$ cat config.mk
export PLATFORM = sky130hd
export DESIGN_NAME = ysyx_22041211_lsu_hs
export DESIGN_NICKNAME = d
export VERILOG_FILES = /design/src/rtl/ysyx_22041211_lsu_pkg.sv /design/src/rtl/ysyx_22041211_lsu_align.sv /design/src/rtl/ysyx_22041211_lsu_hs.sv
export SDC_FILE = /design/constraint.sdc
export NUM_CORES = 1
export LEC_CHECK = 0
export CORE_MARGIN = 2
export CORE_UTILIZATION = 39
export CTS_CLUSTER_DIAMETER = 100
export DETAILED_ROUTE_END_ITERATION = 10
export GPL_TIMING_DRIVEN = 0
export PLACE_DENSITY = 0.77
export REMOVE_ABC_BUFFERS = 1
export SETUP_SLACK_MARGIN = 0.15
export SLEW_MARGIN = 15
export SYNTH_ARGS = -nofsm -noshare
export SYNTH_HDL_FRONTEND = slang
export SYNTH_SLANG_ARGS = --single-unit
$ cat constraint.sdc
create_clock -name clk -period 2.14 [get_ports clk]
set_input_delay 0.428 -clock clk [delete_from_list [all_inputs] [get_ports clk]]
set_output_delay 0.428 -clock clk [all_outputs]
set_load 0.01 [all_outputs]
$ cat src/rtl/ysyx_22041211_lsu_pkg.sv
// rtl/ysyx_22041211_lsu_pkg.sv - shared LSU encodings, byte masks and FSM states
package ysyx_22041211_lsu_pkg;

  localparam logic [2:0] LOAD_NONE = 3'b000;
  localparam logic [2:0] LOAD_LB   = 3'b001;
  localparam logic [2:0] LOAD_LH   = 3'b010;
  localparam logic [2:0] LOAD_LW   = 3'b011;
  localparam logic [2:0] LOAD_LBU  = 3'b100;
  localparam logic [2:0] LOAD_LHU  = 3'b101;
  localparam logic [2:0] LOAD_LWU  = 3'b110;

  localparam logic [1:0] STORE_NONE = 2'b00;
  localparam logic [1:0] STORE_SB   = 2'b01;
  localparam logic [1:0] STORE_SH   = 2'b10;
  localparam logic [1:0] STORE_SW   = 2'b11;

  localparam logic [7:0] MEM_MASK_8  = 8'h01;
  localparam logic [7:0] MEM_MASK_16 = 8'h03;
  localparam logic [7:0] MEM_MASK_32 = 8'h0f;

  typedef enum logic [1:0] {
    LSU_IDLE = 2'd0,
    LSU_REQ  = 2'd1,
    LSU_RESP = 2'd2,
    LSU_DONE = 2'd3
  } lsu_state_t;

  function automatic logic is_mem_op(input logic [2:0] load_type, input logic [1:0] store_type);
    return (load_type != LOAD_NONE) || (store_type != STORE_NONE);
  endfunction

endpackage

$ cat src/rtl/ysyx_22041211_lsu_align.sv
// rtl/ysyx_22041211_lsu_align.sv - combinational store lane shift/mask and load shift/extend
module ysyx_22041211_lsu_align
  import ysyx_22041211_lsu_pkg::*;
#(
  parameter int DATA_LEN = 32
) (
  input  logic [$clog2(DATA_LEN/8)-1:0] off,
  input  logic [1:0]                    store_type,
  input  logic [DATA_LEN-1:0]           store_data,
  output logic [DATA_LEN-1:0]           store_wdata,
  output logic [DATA_LEN/8-1:0]         store_wmask,
  input  logic [2:0]                    load_type,
  input  logic [DATA_LEN-1:0]           load_word,
  output logic [DATA_LEN-1:0]           load_data
);

  localparam int STRB_LEN = DATA_LEN / 8;

  logic [STRB_LEN-1:0] base_mask;
  logic [DATA_LEN-1:0] shifted;

  // Lanes shifted past the top of the word simply fall off.
  always_comb begin
    base_mask = '0;
    case (store_type)
      STORE_SB: base_mask = STRB_LEN'(MEM_MASK_8);
      STORE_SH: base_mask = STRB_LEN'(MEM_MASK_16);
      STORE_SW: base_mask = STRB_LEN'(MEM_MASK_32);
      default:  base_mask = '0;
    endcase
    store_wmask = base_mask << off;
    store_wdata = store_data << {off, 3'b000};
  end

  always_comb begin
    shifted = load_word >> {off, 3'b000};
    case (load_type)
      LOAD_LB:  load_data = DATA_LEN'(signed'(shifted[7:0]));
      LOAD_LH:  load_data = DATA_LEN'(signed'(shifted[15:0]));
      LOAD_LW:  load_data = DATA_LEN'(signed'(shifted[31:0]));
      LOAD_LBU: load_data = DATA_LEN'(shifted[7:0]);
      LOAD_LHU: load_data = DATA_LEN'(shifted[15:0]);
      LOAD_LWU: load_data = DATA_LEN'(shifted[31:0]);
      default:  load_data = '0;
    endcase
  end

endmodule

$ cat src/rtl/ysyx_22041211_lsu_hs.sv
// rtl/ysyx_22041211_lsu_hs.sv - handshaked load/store unit between EXU and WBU
// Optional alignment fault detection: YSYX_22041211_LSU_MISALIGN_EN.
module ysyx_22041211_lsu_hs
  import ysyx_22041211_lsu_pkg::*;
#(
  parameter int DATA_LEN = 32,
  parameter int ADDR_LEN = 32
) (
  input  logic                  clk,
  input  logic                  rst,
  input  logic                  in_valid,
  output logic                  in_ready,
  input  logic                  wd_i,
  input  logic [4:0]            wreg_i,
  input  logic [DATA_LEN-1:0]   alu_result_i,
  input  logic [DATA_LEN-1:0]   mem_wdata_i,
  input  logic [2:0]            load_type_i,
  input  logic [1:0]            store_type_i,
  input  logic [DATA_LEN-1:0]   csr_wdata_i,
  output logic                  out_valid,
  input  logic                  out_ready,
  output logic                  wd_o,
  output logic [4:0]            wreg_o,
  output logic [DATA_LEN-1:0]   csr_wdata_o,
  output logic [DATA_LEN-1:0]   wdata_o,
  output logic                  memory_inst_o,
  output logic                  misalign_o,
  output logic                  mem_req_valid,
  input  logic                  mem_req_ready,
  output logic                  mem_req_wen,
  output logic [ADDR_LEN-1:0]   mem_req_addr,
  output logic [DATA_LEN-1:0]   mem_req_wdata,
  output logic [DATA_LEN/8-1:0] mem_req_wmask,
  input  logic                  mem_resp_valid,
  input  logic [DATA_LEN-1:0]   mem_resp_rdata
);

  localparam int STRB_LEN = DATA_LEN / 8;
  localparam int OFF_LEN  = $clog2(STRB_LEN);

  lsu_state_t          state;
  logic [OFF_LEN-1:0]  off_q;
  logic [2:0]          load_q;

  logic                accept;
  logic                is_mem;
  logic                is_mis;
  logic [1:0]          store_eff;
  logic [OFF_LEN-1:0]  off_sel;
  logic [2:0]          load_sel;
  logic [DATA_LEN-1:0] st_wdata;
  logic [STRB_LEN-1:0] st_wmask;
  logic [DATA_LEN-1:0] ld_data;

  assign accept    = in_valid && in_ready;
  assign is_mem    = is_mem_op(load_type_i, store_type_i);
  // A load wins over a simultaneous store.
  assign store_eff = (load_type_i != LOAD_NONE) ? STORE_NONE : store_type_i;
  // The shared aligner sees live inputs while idle and the latched op afterwards.
  assign off_sel   = (state == LSU_IDLE) ? alu_result_i[OFF_LEN-1:0] : off_q;
  assign load_sel  = (state == LSU_IDLE) ? load_type_i : load_q;

`ifdef YSYX_22041211_LSU_MISALIGN_EN
  logic half_acc;
  logic word_acc;
  assign half_acc = (load_type_i == LOAD_LH) || (load_type_i == LOAD_LHU) || (store_eff == STORE_SH);
  assign word_acc = (load_type_i == LOAD_LW) || (load_type_i == LOAD_LWU) || (store_eff == STORE_SW);
  assign is_mis   = (half_acc && alu_result_i[0]) || (word_acc && (alu_result_i[1:0] != 2'b00));
`else
  assign is_mis = 1'b0;
`endif

  ysyx_22041211_lsu_align #(.DATA_LEN(DATA_LEN)) u_align (
    .off         (off_sel),
    .store_type  (store_eff),
    .store_data  (mem_wdata_i),
    .store_wdata (st_wdata),
    .store_wmask (st_wmask),
    .load_type   (load_sel),
    .load_word   (mem_resp_rdata),
    .load_data   (ld_data)
  );

  always_ff @(posedge clk) begin
    if (rst) begin
      state         <= LSU_IDLE;
      in_ready      <= 1'b0;
      off_q         <= '0;
      load_q        <= LOAD_NONE;
      out_valid     <= 1'b0;
      wd_o          <= 1'b0;
      wreg_o        <= '0;
      csr_wdata_o   <= '0;
      wdata_o       <= '0;
      memory_inst_o <= 1'b0;
      misalign_o    <= 1'b0;
      mem_req_valid <= 1'b0;
      mem_req_wen   <= 1'b0;
      mem_req_addr  <= '0;
      mem_req_wdata <= '0;
      mem_req_wmask <= '0;
    end else begin
      case (state)
        LSU_IDLE: begin
          in_ready <= 1'b1;
          if (accept) begin
            in_ready      <= 1'b0;
            wd_o          <= wd_i && !is_mis;
            wreg_o        <= wreg_i;
            csr_wdata_o   <= csr_wdata_i;
            wdata_o       <= alu_result_i;
            memory_inst_o <= is_mem;
            misalign_o    <= is_mis;
            off_q         <= alu_result_i[OFF_LEN-1:0];
            load_q        <= load_type_i;
            if (is_mem && !is_mis) begin
              state         <= LSU_REQ;
              mem_req_valid <= 1'b1;
              mem_req_wen   <= (store_eff != STORE_NONE);
              mem_req_addr  <= {alu_result_i[ADDR_LEN-1:OFF_LEN], {OFF_LEN{1'b0}}};
              mem_req_wdata <= (store_eff != STORE_NONE) ? st_wdata : '0;
              mem_req_wmask <= st_wmask;
            end else begin
              state     <= LSU_DONE;
              out_valid <= 1'b1;
            end
          end
        end
        LSU_REQ: begin
          if (mem_req_ready) begin
            mem_req_valid <= 1'b0;
            state         <= LSU_RESP;
          end
        end
        LSU_RESP: begin
          if (mem_resp_valid) begin
            if (load_q != LOAD_NONE) wdata_o <= ld_data;
            out_valid <= 1'b1;
            state     <= LSU_DONE;
          end
        end
        LSU_DONE: begin
          if (out_ready) begin
            out_valid <= 1'b0;
            in_ready  <= 1'b1;
            state     <= LSU_IDLE;
          end
        end
        default: state <= LSU_IDLE;
      endcase
    end
  end

endmodule

# --- Word-level counts from Yosys, hierarchy flattened ---
# Cells that the tools add are included.
classes:
  shifts: 3
  n_reduce_logical: 19
  mux: 28
  eq_ne: 19
op_table:
  columns: ["cell", "count"]
  rows:
  - ["$pmux W32 S5", 1]
  - ["$mux W32", 4]
  - ["$pmux W32 S2", 1]
  - ["$shl A32 B5 Y32", 1]
  - ["$shr A32 B5 Y32", 1]
  - ["$mux W2", 7]
  - ["$ne A2 B2 Y1 const B", 7]
  - ["$pmux W4 S3", 1]
  - ["$reduce_and A4 Y1", 3]
  - ["$reduce_bool A2 Y1", 5]
  - ["$eq A3 B3 Y1 const B", 3]
  - ["$mux W1", 9]
  - ["$reduce_bool A3 Y1", 3]
  - ["$eq A2 B2 Y1 const B", 4]
  - ["$pmux W2 S4", 1]
  - ["$eq A3 B2 Y1 const B", 2]
  - ["$reduce_and A5 Y1", 1]
  - ["$eq A2 B1 Y1 const B", 2]
  - ["$pmux W1 S2", 2]
  - ["$reduce_and A2 Y1", 2]
  - ["$shl A4 B2 Y4", 1]
  - ["$eq A3 B1 Y1 const B", 1]
  - ["$mux W3", 1]
  - ["$pmux W1 S3", 1]
  - ["5 further kinds", 5]
word_totals:
  word_cells: 84
  ff_bits: 148

# --- Logic depth before layout (Yosys ltp) ---
logic_depth:
  word_depth: 8
  depth_mapped: 11
  ltp_nobuf: 7

# --- Cells and area by module ---
# Synthesis repeated with hierarchy kept, for this count alone.
hier_totals:
  cells_unflattened: 847
  hier_area_um2: 6976.7
modules_own_cells:
  columns: ["module", "n_inst", "cells_each", "area_each_um2"]
  rows:
  - ["ysyx_22041211_lsu_hs", 1, 648, 5622.9]
  - ["ysyx_22041211_lsu_align", 1, 199, 1353.8]

# --- Worst setup path before layout ---
# No wires, ideal clock.
synth_timing:
  kind: "reg2reg"
  from: "register state[0]"
  to: "register wdata_o[31]"
  setup_time_ps: 122
  path_slack_ps: -156
  t_required_ps: 2018
  arrival_time_ps: 2174
  path_stages_with_launch: 11
  path_cell_list: "dfxtp_1 > inv_1 > ha_1 > buf_6 > mux2_4 > mux2_4 > a2bb2o_4 > buf_6 > a32oi_4 > buf_6 > a21oi_1"
synth_via:
  elab_chain_cells: 8
  elab_cells_between_ends: 21
synth_lines:
  columns: ["element", "line_no", "text"]
  rows:
  - ["start: declaration", "ysyx_22041211_lsu_hs.sv:41", "lsu_state_t state;"]
  - ["start signal: assignment", "ysyx_22041211_lsu_hs.sv:86", "state <= LSU_IDLE;"]
  - ["start signal: assignment", "ysyx_22041211_lsu_hs.sv:117", "state <= LSU_REQ;"]
  - ["start signal: assignment", "ysyx_22041211_lsu_hs.sv:124", "state <= LSU_DONE;"]
  - ["branches (longest 8 deep; another with $shr A32 B5 Y32)", null, null]
  - ["end signal: assignment", "ysyx_22041211_lsu_hs.sv:111", "wdata_o <= alu_result_i;"]
  - ["end signal: assignment", "ysyx_22041211_lsu_hs.sv:137", "if (load_q != LOAD_NONE) wdata_o <= ld_data;"]
  - ["end: declaration", "ysyx_22041211_lsu_hs.sv:25", "output logic [DATA_LEN-1:0] wdata_o,"]
# Several ways; the timed one is not identified. The select of a mux whose other input is x is not followed.
# A chain may end at the register's enable or synchronous reset.

# --- Worst setup path in the final report ---
layout_timing:
  from: "register state[1]"
  to: "register wdata_o[30]"
# The elaborated chain is that of the path after synthesis.

==> run_results.csv <==
group,metric,value,unit
synth,synth.avg_cell_area,7.780,um2
timing,fin_tns_setup,-1.672,ns
synth,seq_area_frac_synth,0.4298,
synth,synth_top_family_by_area,"compound AO/OA/AOI/OAI gates",
synth,yosys.area.top_type_share,0.4298,
outcome,status,"finished, violations left",
drt,drt-initial-drc-count,653,
synth,synth_area,0.006893,mm2
synth,yosysWarnings,0,
global_route,antenna_found_initial,0,
drt,drt-total-wl,31.76,mm
clock_network,hold_buffers,0,
drt,vias,8417,
floorplanning,die_w,136.9,um
synth,synth_area_leaders,"dfxtp_1, nand2_1, a21oi_1",
setup_path,cp-start-kind,"register",
timing,fmax,0.4301,GHz
clock_network,ctsHtreeMaxLevel,4,
floorplanning,dieArea,0.01875,mm2
drt,first_pass_iters,5,
setup_path,cp_slowest_cell,"dfxtp_4",
synth,synth.most_common_cell,"nand2_1",
synth,ys_ff_latch,148,
synth,synthTopCellsByCount,"nand2_1, dfxtp_1, a21oi_1, nor2_1, clkbuf_1",
timing,fin_crit,2.325,ns
setup_path,arrival,2.62,ns
floorplanning,die_y,136.9,um
setup_path,crit_required,2.43,ns
timing,hold_violations,0,
drt,drt-vias-per-instance,5.726,
synth,synth_compound_area_frac,0.2443,
synth,synth_enable_flop_cells,0,
setup_path,cpMostUsedCell,"buf_4",
drt,routedWlPerCell,21.61,um
clock_network,clk_pin_slew,0.07,ns
global_route,grt_pass1_vias,8073,
placement,portBuffers,285,
timing,skew,0.009188,ns
synth,async_flop_share,0,
clock_network,root_buffer,"clkbuf_16",
timing,slew_viol_final,0,
min_path,hp-class,"in -> reg",
global_route,grt_pass1_wl,44.58,mm
global_route,grt_max_degree,65,
synth,synth-simple-area-share,0.2024,
synth,muxShareOfSynthArea,0.04810,
run,maxCapViolations,0,
timing,layout_setup_ws,-0.1853,ns
floorplanning,fp-row-count,48,
clock_network,clock_latency,0.42,ns
synth,synth_top_area_cell,"dfxtp_1",
power,peakVddDrop,718.5,uV
floorplanning,initial_core_util,0.3985,
global_route,track_usage,0.3119,
floorplanning,coreArea,0.01730,mm2
setup_path,cp_max_fo,10,
setup_path,cpPeakStageDelay,0.36,ns
placement,numPlacedInstances,1331,
min_path,whs_path_depth,3,
clock_network,cts_buffer_depth,2,
setup_path,crit_type,"reg -> reg",
timing,rsz0062_at_grt,"true",
power,pwr_density_cell,1140,mW/mm2
setup_path,rr_worst_depth,10,
timing,min_period_over_period,1.087,
outcome,violations,"negative setup slack",
final_layout,nets,1382,
timing,relSlewSlack,0.2320,
synth,synth_ff_type,"dfxtp_1",
placement,place.gp.congestion,0.8101,
timing,worstMarginPinSlew,1.151,ns
synth,netlist_instances,886,
final_layout,drive_gt1_frac,0.2249,
final_layout,layout.cells.non_filler,1470,
clock_network,cts_made_buffers,17,
synth,synth_fa_ha_area_frac,0.009076,
setup_path,crit_chain,"inv_4 -> ha_2 -> nor2_1 -> nor4_4 -> buf_4 -> buf_4 -> buf_12 -> o21ai_0 -> a31oi_1 -> a21oi_1",
placement,dp_hpwl,16.33,mm
floorplanning,io_pins,289,
setup_path,cp-end-kind,"register",
final_layout,antennaDiodeCount,0,
drt,ant_nets,0,
power,p_total,0.01437,W
power,power_leakage,4.685,nW
final_layout,fillers,1312,
synth,synth.distinct_cells,50,
final_layout,fin_util,0.7290,
drt,drc,0,
final_layout,areaGrowthSynthToFinish,82.92,%
timing,setup_violations,28,
clock_network,cts_tree,"done",
global_route,grt-ovfl-total,0,
clock_network,cts_num_sinks,148,
synth,synth_xor_area_frac,0.001271,
state kept, by name, indices dropped and copies added, names as in the netlist, 2 cells and up:
name           cells
wdata_o           32
state              2
wreg_o             5
load_q             3
mem_req_addr      30
mem_req_wdata     32
off_q              2
csr_wdata_o       32
mem_req_wmask      4
routing by layer:
layer,vias up,part of all wire,track usage
li1,3822,-,-
met1,4039,0.39,0.3654
met2,465,0.48,0.5249
met3,91,0.097,0.09222
met4,0,0.036,0.1409
met5,-,0,0
critical path, delay by kind of cell (launching register included):
family	cells	cell delay, ns
and+or+nand+nor	2	0.40
adders and majority gates	1	0.33
buffers and inverters	4	0.53
DFF	1	0.36
AOI/OAI and AO/OA	3	0.56
area by class of cell:
| type | count | area, um2 | share of cell area |
|---|---|---|---|
| Clock buffer | 17 | 425.4 | 0.03374 |
| Clock inverter | 15 | 178.9 | 0.01419 |
| Inverter | 29 | 113.9 | 0.009030 |
| Multi-Input combinational cell | 652 | 4582 | 0.3634 |
| Sequential cell | 148 | 2969 | 0.2355 |
| Tap cell | 225 | 281.5 | 0.02233 |
| Timing Repair Buffer | 384 | 4058 | 0.3218 |
through the flow:
step / cell area (um2) / worst slack, ns / hold slack, ns
finish: 12610 / -0.1853 / 0.4465
global route: 12610 / -0.2799 / 0.4311
CTS: 11870 / -0.02175 / 0.4537
detailed placement: 9915 / -1.282 / 0.4466
global placement: 9699 / -4.686 / 0.4408
floorplan: 6565 / -2.105 / 0.4430
layout by cell type (no fill, tap or decap), types with 15 or more instances in the layout:
master / count
buf_4: 50
mux2i_4: 15
o21ai_0: 29
clkdlybuf4s50_1: 279
inv_1: 27
a32oi_1: 15
nor2_4: 15
nand2_1: 201
nand3_1: 18
dfxtp_1: 145
a21oi_1: 113
o221ai_1: 23
nor2_1: 55
clkbuf_16: 18
buf_6: 24
kinds of logic (layout without fill, tap and decap cells):
logic type,count (synthesis),in the layout
adder cells (fa/ha/maj),5,5
other,1,3
buffers and inverters,104,445
flip-flops,148,148
XOR/XNOR,1,1
multiplexers,32,39
AND/OR/NAND/NOR,332,337
AO/OA/AOI/OAI,263,267
timing repair:
action,4_1_cts,5_1_grt
pin swaps,38,51
buffers inserted,64,20
cloned,19,4
endpoints found under the setup margin,104,103
gates resized for setup,128,102
path summary, 6_finish.rpt:
kind,from,end,slack (ns)
max,state[1],wdata_o[30],-0.19
min,load_type_i[1],load_q[1],0.45
max reg2reg,state[1],wdata_o[30],-0.19
min reg2reg,csr_wdata_o[31],csr_wdata_o[31],0.45
power breakdown:
part / switching (W) / internal (W) / leakage [nW]
clock: 0.00133 / 0.00184 / 0.286
sequential: 0.000254 / 0.00317 / 1.20
combinational: 0.00392 / 0.00385 / 3.19
total: 0.00551 / 0.00886 / 4.68
(Power assumes the default switching activity.)
